--- src/rtl/dram_arbiter_pkg.sv ---
// Shared types for the SDRAM port arbiter.
package dram_arbiter_pkg;

    // Default geometry used by the shared command/ID types.
    localparam int unsigned NumReqDefault = 4;
    localparam int unsigned AddrWDefault  = 24;
    localparam int unsigned LenWDefault   = 4;

    typedef enum logic [1:0] {
        StIdle,
        StCmd,
        StWdata,
        StRdata
    } arb_state_t;

    typedef logic [$clog2(NumReqDefault)-1:0] arb_id_t;

    // One burst command as issued by a requester.
    typedef struct packed {
        logic                    we;
        logic [AddrWDefault-1:0] addr;
        logic [LenWDefault-1:0]  len;
    } dram_cmd_t;

endpackage

--- src/rtl/dram_arbiter_rr_pick.sv ---
// Round-robin picker: first valid index after rr_ptr, wrapping, skipping one excluded index.
module arb_rr_pick #(
    parameter int unsigned NUM_REQ = 4
) (
    input  logic [NUM_REQ-1:0]         valid,
    input  logic [$clog2(NUM_REQ)-1:0] rr_ptr,
    input  logic [$clog2(NUM_REQ)-1:0] excluded,
    output logic                       found,
    output logic [$clog2(NUM_REQ)-1:0] winner
);

    localparam int unsigned IdW = $clog2(NUM_REQ);

    logic [IdW-1:0] idx;

    // Scan rr_ptr+1 .. rr_ptr+NUM_REQ modulo NUM_REQ; first hit wins.
    always_comb begin
        found  = 1'b0;
        winner = '0;
        idx    = '0;
        for (int unsigned i = 1; i <= NUM_REQ; i++) begin
            idx = IdW'((32'(rr_ptr) + i) % NUM_REQ);
            if (!found && valid[idx] && idx != excluded) begin
                found  = 1'b1;
                winner = idx;
            end
        end
    end

endmodule

--- src/rtl/dram_arbiter.sv ---
// Shares one SDRAM controller port between NUM_REQ requesters: one priority
// requester with a starvation bound, the rest round-robin, one burst at a time.
module dram_arbiter
    import dram_arbiter_pkg::*;
#(
    parameter int unsigned NUM_REQ      = 4,
    parameter int unsigned ADDR_W       = 24,
    parameter int unsigned DATA_W       = 16,
    parameter int unsigned LEN_W        = 4,
    parameter int unsigned PRIO_REQ     = 0,
    parameter int unsigned MAX_PRIO_RUN = 4
) (
    input  logic                              clk,
    input  logic                              rst,
    input  logic [NUM_REQ-1:0]                req_valid,
    output logic [NUM_REQ-1:0]                req_ready,
    input  logic [NUM_REQ-1:0]                req_we,
    input  logic [NUM_REQ-1:0][ADDR_W-1:0]    req_addr,
    input  logic [NUM_REQ-1:0][LEN_W-1:0]     req_len,
    input  logic [NUM_REQ-1:0][DATA_W-1:0]    req_wdata,
    output logic [NUM_REQ-1:0]                req_wready,
    output logic [NUM_REQ-1:0]                rsp_valid,
    output logic [DATA_W-1:0]                 rsp_rdata,
    output logic                              mem_cmd_valid,
    input  logic                              mem_cmd_ready,
    output logic                              mem_cmd_we,
    output logic [ADDR_W-1:0]                 mem_cmd_addr,
    output logic [LEN_W-1:0]                  mem_cmd_len,
    output logic [DATA_W-1:0]                 mem_wdata,
    input  logic                              mem_wready,
    input  logic [DATA_W-1:0]                 mem_rdata,
    input  logic                              mem_rvalid,
    output logic [$clog2(NUM_REQ)-1:0]        grant_id,
    output logic                              busy
);

    localparam int unsigned IdW   = $clog2(NUM_REQ);
    localparam int unsigned PrunW = $clog2(MAX_PRIO_RUN + 1);
    localparam logic [IdW-1:0]   PrioId = IdW'(PRIO_REQ);
    localparam logic [PrunW-1:0] MaxRun = PrunW'(MAX_PRIO_RUN);

    arb_state_t       state_q, state_d;
    logic [IdW-1:0]   grant_q, grant_d;
    logic [IdW-1:0]   rr_ptr_q, rr_ptr_d;
    logic [PrunW-1:0] prio_run_q, prio_run_d;
    logic [LEN_W-1:0] cnt_q, cnt_d;

    logic             rr_found;
    logic [IdW-1:0]   rr_winner;
    logic             others_valid;
    logic             prio_wins;

    arb_rr_pick #(
        .NUM_REQ (NUM_REQ)
    ) u_rr_pick (
        .valid    (req_valid),
        .rr_ptr   (rr_ptr_q),
        .excluded (PrioId),
        .found    (rr_found),
        .winner   (rr_winner)
    );

    // Priority requester wins unless it has used up its run while others wait.
    always_comb begin
        others_valid = 1'b0;
        for (int unsigned i = 0; i < NUM_REQ; i++) begin
            if (i != PRIO_REQ && req_valid[i]) begin
                others_valid = 1'b1;
            end
        end
        prio_wins = req_valid[PRIO_REQ] && ((prio_run_q < MaxRun) || !others_valid);
    end

    // Next-state logic and all port outputs; outputs are zero outside their phase.
    always_comb begin
        state_d       = state_q;
        grant_d       = grant_q;
        rr_ptr_d      = rr_ptr_q;
        prio_run_d    = prio_run_q;
        cnt_d         = cnt_q;
        req_ready     = '0;
        req_wready    = '0;
        rsp_valid     = '0;
        rsp_rdata     = '0;
        mem_cmd_valid = 1'b0;
        mem_cmd_we    = 1'b0;
        mem_cmd_addr  = '0;
        mem_cmd_len   = '0;
        mem_wdata     = '0;
        unique case (state_q)
            StIdle: begin
                if (prio_wins) begin
                    grant_d = PrioId;
                    if (prio_run_q < MaxRun) begin
                        prio_run_d = prio_run_q + 1'b1;
                    end
                    state_d = StCmd;
                end else if (rr_found) begin
                    grant_d    = rr_winner;
                    rr_ptr_d   = rr_winner;
                    prio_run_d = '0;
                    state_d    = StCmd;
                end
            end
            StCmd: begin
                mem_cmd_valid = 1'b1;
                mem_cmd_we    = req_we[grant_q];
                mem_cmd_addr  = req_addr[grant_q];
                mem_cmd_len   = req_len[grant_q];
                if (mem_cmd_ready) begin
                    req_ready[grant_q] = 1'b1;
                    cnt_d              = req_len[grant_q];
                    state_d            = req_we[grant_q] ? StWdata : StRdata;
                end
            end
            StWdata: begin
                mem_wdata           = req_wdata[grant_q];
                req_wready[grant_q] = mem_wready;
                if (mem_wready) begin
                    // cnt holds beats remaining minus one; zero marks the last beat.
                    if (cnt_q == '0) begin
                        state_d = StIdle;
                    end else begin
                        cnt_d = cnt_q - 1'b1;
                    end
                end
            end
            StRdata: begin
                rsp_valid[grant_q] = mem_rvalid;
                rsp_rdata          = mem_rdata;
                if (mem_rvalid) begin
                    if (cnt_q == '0) begin
                        state_d = StIdle;
                    end else begin
                        cnt_d = cnt_q - 1'b1;
                    end
                end
            end
            default: state_d = StIdle;
        endcase
    end

    // State register with synchronous reset; a reset abandons any transaction.
    always_ff @(posedge clk) begin
        if (rst) begin
            state_q    <= StIdle;
            grant_q    <= '0;
            rr_ptr_q   <= PrioId;
            prio_run_q <= '0;
            cnt_q      <= '0;
        end else begin
            state_q    <= state_d;
            grant_q    <= grant_d;
            rr_ptr_q   <= rr_ptr_d;
            prio_run_q <= prio_run_d;
            cnt_q      <= cnt_d;
        end
    end

    assign grant_id = grant_q;
    assign busy     = (state_q != StIdle);

`ifndef SYNTHESIS
    // Stray data beats are ignored by the FSM; flag them here.
    assert property (@(posedge clk) disable iff (rst) mem_wready |-> state_q == StWdata)
        else $error("mem_wready outside write data phase");
    assert property (@(posedge clk) disable iff (rst) mem_rvalid |-> state_q == StRdata)
        else $error("mem_rvalid outside read data phase");
    // A requester must hold its request until accepted.
    assert property (@(posedge clk) disable iff (rst) state_q == StCmd |-> req_valid[grant_q])
        else $error("req_valid dropped before req_ready");
`endif

endmodule

--- config.mk ---
export PLATFORM = sky130hd
export DESIGN_NAME = dram_arbiter
export DESIGN_NICKNAME = d
export VERILOG_FILES = /design/src/rtl/dram_arbiter_pkg.sv /design/src/rtl/dram_arbiter_rr_pick.sv /design/src/rtl/dram_arbiter.sv
export SDC_FILE = /design/constraint.sdc
export NUM_CORES = 1
export LEC_CHECK = 0
export CORE_AREA = 4 4 108 110
export CTS_CLUSTER_DIAMETER = 60
export DETAILED_ROUTE_END_ITERATION = 8
export DIE_AREA = 0 0 112 114
export PLACE_DENSITY = 0.72
export SETUP_SLACK_MARGIN = 0.02
export SLEW_MARGIN = 25
export SYNTH_ARGS = -nofsm -noshare
export SYNTH_HDL_FRONTEND = slang
export SYNTH_SLANG_ARGS = --single-unit
--- constraint.sdc ---
create_clock -name clk -period 2.9 [get_ports clk]
set_clock_uncertainty 0.1 [all_clocks]
set_input_delay 0.87 -clock clk [delete_from_list [all_inputs] [get_ports clk]]
set_output_delay 0.87 -clock clk [all_outputs]
set_load 0.01 [all_outputs]
; Word level (Yosys, flattened, before mapping)
; Cells that the tools add are included.
[classes]
n_addsub = 6
magnitude_cmp = 7
eq_ne = 8
n_mux = 57
n_bitwise = 3
reduce_logical = 28
[ops]
columns = operator, count
row1 = $bmux W24 S2, 1
row2 = $mux W16, 3
row3 = $mux W24, 2
row4 = $mux W4, 10
row5 = $bmux W16 S2, 1
row6 = $mux W2, 12
row7 = $mux W1, 16
row8 = $lt A2 B3 Y1 const B, 5
row9 = $pmux W4 S3, 1
row10 = $reduce_bool A2 Y1, 6
row11 = $bmux W1 S2, 5
row12 = $logic_and A1 B1 Y1, 9
row13 = $mux W3, 3
row14 = $and A4 B4 Y4, 2
row15 = $bmux W4 S2, 1
row16 = $pmux W2 S4, 1
row17 = $reduce_and A4 Y1, 2
row18 = $ne A2 B2 Y1 const B, 3
row19 = $reduce_and A3 Y1, 2
row20 = $add A2 B1 Y2 const B, 2
row21 = $add A2 B2 Y2 const B, 2
row22 = $eq A2 B2 Y1 const B, 2
row23 = $logic_not A1 Y1, 4
row24 = $logic_not A4 Y1, 1
row25 = 13 further kinds, 13
[word_totals]
ff_bits = 13

; Logic depth before layout (Yosys ltp)
; Gate-level depths: netlist of the first run.
[logic_depth]
ltp_word = 20
depth_mapped = 8

; Modules after synthesis
; Synthesis of the first run repeated with hierarchy kept, for this count alone.
[unflattened]
hier_cells = 307
area_unflattened_um2 = 2830.2
[by_module_without_submodules]
columns = module, instances, cells_per_inst, area_per_inst_um2
row1 = dram_arbiter, 1, 245, 2401.1
row2 = arb_rr_pick, 1, 62, 429.2

; Least setup slack after synthesis of the first run
; OpenSTA, ideal clock, no wires.
[synth_timing]
path_kind = flip-flop to output port
from = register grant_q[0], in the netlist grant_id[0]
to = output mem_cmd_addr[10]
arrival_ns = 1.793
required_ns = 1.930
path_slack_ns = 0.137
path_stages_with_launch = 6
path_buffers = 3
cell_sequence = dfxtp_1 -> buf_2 -> buf_4 -> buf_2 -> mux4_2 -> and2_1
[synth_between]
elab_chain_cells = 3
[synth_lines]
columns = item, line_no
row1 = start: declaration, dram_arbiter.sv:43  ; logic [IdW-1:0] grant_q, grant_d;
row2 = start signal: assignment, dram_arbiter.sv:153  ; grant_q <= grant_d;
row3 = $bmux W24 S2, dram_arbiter.sv:108  ; mem_cmd_addr = req_addr[grant_q];
row4 = $mux W24 (not written as such), dram_arbiter.sv:108
row5 = $mux W24, dram_arbiter.sv:90  ; unique case (state_q)
row6 = end: declaration, dram_arbiter.sv:27  ; output logic [ADDR_W-1:0] mem_cmd_addr,
; Every way passes these cells. The select of a mux whose other input is x is not followed.

; Worst setup path in the final report of the first run
[layout_timing]
from = input req_wdata[51] (netlist bit)
to = output mem_wdata[3]
[layout_between]
elab_chain_cells = 3
[layout_lines]
columns = item, line_no
row1 = start: declaration, dram_arbiter.sv:20  ; input logic [NUM_REQ-1:0][DATA_W-1:0] req_wdata,
row2 = $bmux W16 S2, dram_arbiter.sv:117  ; mem_wdata = req_wdata[grant_q];
row3 = $mux W16 (not written as such), dram_arbiter.sv:117
row4 = $mux W16, dram_arbiter.sv:90
row5 = end: declaration, dram_arbiter.sv:29  ; output logic [DATA_W-1:0] mem_wdata,
; Every way passes these cells. The select of a mux whose other input is x is not followed.

==> results.cfg, run 1 <==
[run_status]
status = finished, final reports clean

[power]
pwr_density_cell_nw_per_um2 = 387.0
power_frac_clock_pct = 7.8
switching_share_pct = 39.50
leakagePower_nw = 2.497
power_frac_seq_pct = 12.4
pwr-share-comb_pct = 79.8
internal_power_mw = 1.276
p_switching_uw = 833.0
vdd_drop_max_uv = 233.9
total_power_mw = 2.109

[routing]
wl_per_cell_um = 20.63
firstDrtPassIters = 4
postRouteAntennaNets = 0
first_iter_violations = 165
drt_wl_total_um = 14290
avgViaCountPerCell = 4.838
drc = 0
vias = 3353

[worst_setup_path]
worst_ep_arrival_time_ns = 1.89
required_ns = 1.93
critPathMaxFanout = 1
r2r-end = rr_ptr_q[1]
startpoint_type = primary input
reg2reg_depth = 7
path_class = in2out
cp-end-kind = output port
r2r_setup_slack_ns = 0.70
crit-reg2reg-launch = rr_ptr_q[1]

[finish]
fin_util_pct = 50.95
syn_to_final_growth_pct = 112.3
drive_gt1_share_pct = 29.30
final_area_um2 = 5450
fin_nets = 758

[floorplanning]
dieArea_um2 = 12770
core_area_um2 = 10700
die_w_um = 112
num_rows = 38
start_util_pct = 24.00
die_h_um = 114
ios = 282

[timing]
fin_crit_ns = 2.857
hold_violations = 0
fin_ws_ns = 0.04280
min_period_over_period_pct = 98.52
setup_tns_ns = 0
rsz0062_at_grt = no
clock.fmax_ghz = 0.3500
slew_viol_final = 0
setup_viol = 0
relSlewSlack_pct = 68.82
worst-slew-pin-transition_ns = 0.4676

[yosys]
syn_avg_cell_area_um2 = 9.875
synthesis.nets = 471
synth.area.top_cells = mux4_2 (39%), dfxtp_1 (10%), and2_1 (7.1%), nor2b_1 (4.9%), and3_1 (4.1%)
synthFlopType = dfxtp_1
synth_top_area_share_pct = 39.47
yosys_warnings = 0
ys_types = 48
synth_edf_count = 0
synth_area_um2 = 2567
ys_ff_latch = 13
yosys.area.top_type = mux4_2
post-synth-top-count-cell = mux4_2
synth_common_cells = mux4_2 (45), and2_1 (29), nor2b_1 (20), nor2_1 (19), and3_1 (17)
synth_cells = 260
ys_seq_area_share_pct = 10.14
async_flop_share_pct = 0

[min_path]
hold_class = reg2reg
min_from = cnt_q[1]
whs_path_depth = 2
holdPathEnd = cnt_q[1]

[placement]
gp_congestion = 0.9446
place_area_um2 = 5659
dpl.hpwl_um = 12570
place_ws_ns = -0.5448
portBuffers = 281

[global_routing]
grt_pass1_vias = 3669
grt.overflow.total = 0
grt_max_degree = 32
grt_use_total_pct = 21.10
antenna_found_initial = 7
grt_pass1_wl_um = 20730

[clocking]
cts.reportedPaths.clkPinSlew_ns = 0.05
htree_levels = 1
clockBufferDepth = 2
clk-insertion-delay-late_ns = 0.24
cts_buffers = 3
ctsRootBufferMaster = clkbuf_8
cts_tree = built
clkSinkCount = 13

[run]
maxCapViolCount = 0
-- what timing repair did --
action                     in CTS  in global routing
pin swaps                      28                  1
gates resized for setup       450                  7
hold buffers                    0                  0
setup endpoints to repair      73                 17
setup buffers                   5                  0
-- cells in the final DEF (no fill, tap or decap), types with 2 or more instances in the layout --
cell type,instances
a211oi_1,5
buf_4,18
nand2b_1,4
dlygate4sd2_1,192
mux2i_1,2
buf_2,34
o31ai_1,4
nor2b_4,3
o21ai_0,6
mux2_2,2
clkdlybuf4s15_2,6
o2bb2ai_1,2
or2_2,3
nor2b_1,16
nor2_1,18
a21oi_1,6
nand3_1,2
o21bai_1,2
a2bb2oi_1,2
nand2_1,9
clkbuf_8,3
and2_4,9
inv_1,10
o211ai_1,2
mux4_2,45
diode_2,7
a31oi_1,2
clkdlybuf4s15_1,10
and3_1,16
dfxtp_1,11
ha_1,6
nor3_1,3
and2_1,20
buf_6,13
buf_12,6
clkdlybuf4s50_1,25
-- worst max-delay path: stages --
cell,delay [ns]
dlygate4sd2_1,0.25
mux4_2,0.49
nor2b_4,0.15
buf_6,0.13
-- cells by family after synthesis --
kind of cell | Yosys count | share of synthesized area, %
flip-flops | 13 | 10.14
buffers and inverters | 33 | 6.189
multiplexers | 51 | 42.59
AND/OR/NAND/NOR | 116 | 25.88
adder cells (fa/ha/maj) | 6 | 2.924
AO/OA/AOI/OAI | 41 | 12.28
-- per-layer routing --
metal  GRT usage [%]  vias up  wire (um)
li1                -     1579          -
met2           40.77      166       7695
met3           5.040       24       1015
met1           22.87     1580       5171
met5               0        -         21
met4           5.929        4        392
-- final cells by class --
class | count | area [um2]
sequential | 13 | 265.3
fill | 1091 | 5248
clock buffer | 4 | 45.04
inverter | 10 | 37.54
tap | 140 | 175.2
timing repair buffer | 305 | 2684
multi-input combinational | 214 | 2226
antenna | 7 | 17.52
-- how the worst max path moves through the flow --
stage                       start          endpoint  slack [ns]  cells past startpoint
global placement       req_len[3]    mem_cmd_len[3]       -0.58                      4
detailed placement    req_len[11]    mem_cmd_len[3]       -0.54                      4
CTS                    req_len[3]    mem_cmd_len[3]        0.02                      4
global route        req_wdata[59]     mem_wdata[11]        0.02                      4
floorplan             grant_id[0]  mem_cmd_addr[10]        0.14                      5
finish              req_wdata[51]      mem_wdata[3]        0.04                      4
-- flip-flops by register name (all words and copies together) (netlist names) --
name / flops
cnt_q: 4
grant_id: 2
prio_run_q: 3
state_q: 2
rr_ptr_q: 2
-- through the flow --
step | hold slack, ns | std cells
final | 0.3960 | 693
after global routing | 0.4261 | 691
after CTS | 0.4035 | 686
after detailed placement | 0.3926 | 677
after global placement | 0.3756 | 677
after floorplan | 0.3588 | 260
-- power by group through the flow --
stage,logic (mW),clock network (mW),registers (mW)
floorplan,0.970,0,0.240
detailed placement,1.79,0,0.264
global placement,1.76,0,0.263
CTS,1.70,0.173,0.262
finish,1.68,0.164,0.261
global route,1.83,0.181,0.267
Note: power is estimated with default switching activity, not from simulation.
==> run 2: changes to the inputs <==
- GPL_ROUTABILITY_DRIVEN: not set -> 0
==> results.cfg, run 2 (synthesized netlist as in run 1, its figures left out) <==
[run_status]
status = finished, final reports clean

[timing]
setup_viol = 0
rsz0062_at_grt = no
slew_viol_final = 0
clock.fmax_ghz = 0.3477
relSlewSlack_pct = 69.70
min_period_over_period_pct = 99.19
worst-slew-pin-transition_ns = 0.4546
setup_tns_ns = 0
fin_ws_ns = 0.02361
fin_crit_ns = 2.876
hold_violations = 0

[clocking]
cts_tree = built
clk-insertion-delay-late_ns = 0.24
cts_buffers = 3
cts.reportedPaths.clkPinSlew_ns = 0.05
clockBufferDepth = 2
holdBufCountCts = 0
htree_levels = 1
clkSinkCount = 13
ctsRootBufferMaster = clkbuf_8

[finish]
mostFrequentLayoutCell = dlygate4sd2_1
syn_to_final_growth_pct = 112.9
stdcell_count = 694
drive_gt1_share_pct = 29.98
reg_top3 = cnt_q x4, prio_run_q x3
fin_nets = 759
top_register = cnt_q
largest_reg_flops = 4
final_cell_mix = dlygate4sd2_1 (197), mux4_2 (45), buf_2 (30), clkdlybuf4s50_1 (25), buf_4 (19)
final_area_um2 = 5466

[worst_setup_path]
r2r_setup_slack_ns = 0.68
worst_ep_arrival_time_ns = 1.91
reg2reg_depth = 7
critPathMaxFanout = 1
path_class = in2out
r2r-end = grant_id[1]
setup.worst_path.start = req_wdata[51]
crit-reg2reg-launch = rr_ptr_q[1]
critical_path.endpoint = mem_wdata[3]
startpoint_type = primary input
cp-end-kind = output port
required_ns = 1.93

[global_routing]
antenna_found_initial = 10
grt_use_total_pct = 20.84
grt_pass1_wl_um = 20620
grt_pass1_vias = 3564
grt.overflow.total = 0
grt_max_degree = 32

[power]
vdd_drop_max_uv = 196.5
leakagePower_nw = 2.514
internal_power_mw = 1.303
switching_share_pct = 39.09
pwr-share-comb_pct = 79.6
power_frac_seq_pct = 12.7
p_switching_uw = 836.1
power_frac_clock_pct = 7.6
pwr_density_cell_nw_per_um2 = 391.2

[routing]
drc = 0
drt_wl_total_um = 14160
postRouteAntennaNets = 0
vias = 3329
wl_per_cell_um = 20.40
avgViaCountPerCell = 4.797
first_iter_violations = 159
firstDrtPassIters = 4

[placement]
place_ws_ns = -0.5595
place_area_um2 = 5667
portBuffers = 281
dpl.hpwl_um = 12340
dp_cells = 678

[floorplanning]
start_util_pct = 24.00
dieArea_um2 = 12770
die_h_um = 114
die_w_um = 112
num_rows = 38
ios = 282
core_area_um2 = 10700

[min_path]
hold_class = reg2reg
whs_path_depth = 2

[run]
maxCapViolCount = 0
run 2: cell types whose count changed in the layout (fill, tap and decap cells not counted), moves of 3 or more:
cell             before  now
clkdlybuf4s15_1      10    6
buf_2                34   30
dlygate4sd2_1       192  197
and2_4                9   15
buf_6                13   16
and2_1               20   14
run 2: power groups by stage:
stage,logic (mW),clock network [mW],registers (mW)
after CTS,1.71,0.169,0.273
final,1.70,0.163,0.273
after global placement,1.75,0,0.272
after detailed placement,1.77,0,0.275
after floorplan,0.970,0,0.240
after global routing,1.84,0.179,0.279
run 2: worst min-delay path by stage:
stage                                to  slack, ns     startpoint
after CTS                      cnt_q[1]       0.40       cnt_q[1]
after floorplan                cnt_q[1]       0.36       cnt_q[1]
after global placement         cnt_q[1]       0.37       cnt_q[1]
after detailed placement       cnt_q[1]       0.39       cnt_q[1]
final                          cnt_q[1]       0.40       cnt_q[1]
after global routing      prio_run_q[1]       0.45  prio_run_q[1]
run 2: metal layers:
layer | up-vias | global-route usage (%) | wire length (um)
met4 | 6 | 5.689 | 127
met3 | 16 | 5.836 | 1102
met1 | 1551 | 23.20 | 5191
met5 | - | 0 | 34
met2 | 175 | 38.97 | 7703
li1 | 1581 | - | -
run 2: stage by stage:
step                      total power, mW  utilization, %  hold slack, ns
after floorplan                     1.210               -          0.3588
after global placement              2.026           52.97          0.3721
after detailed placement            2.048           52.97          0.3881
after CTS                           2.155           50.84          0.3973
after global routing                2.297           51.10          0.4457
final                               2.139           51.10          0.3964
run 2: final cells by class:
type | count | area [um2]
clock buffers | 4 | 45.04
multi-input cells | 214 | 2223
diodes | 7 | 17.52
inverters | 10 | 37.54
well taps | 140 | 175.2
flip-flops and latches | 13 | 265.3
fillers | 1092 | 5231
repair buffers | 306 | 2703
run 2: critical path, cell delays in order:
cell	delay (ns)
dlygate4sd2_1	0.26
mux4_2	0.48
nor2b_4	0.14
buf_2	0.15
run 2: what timing repair did:
| action | CTS | global route |
|---|---|---|
| endpoints found under the setup margin | 73 | 6 |
| pin swaps | 30 | 1 |
| gates resized for setup | 451 | 6 |
| buffers inserted | 5 | 0 |
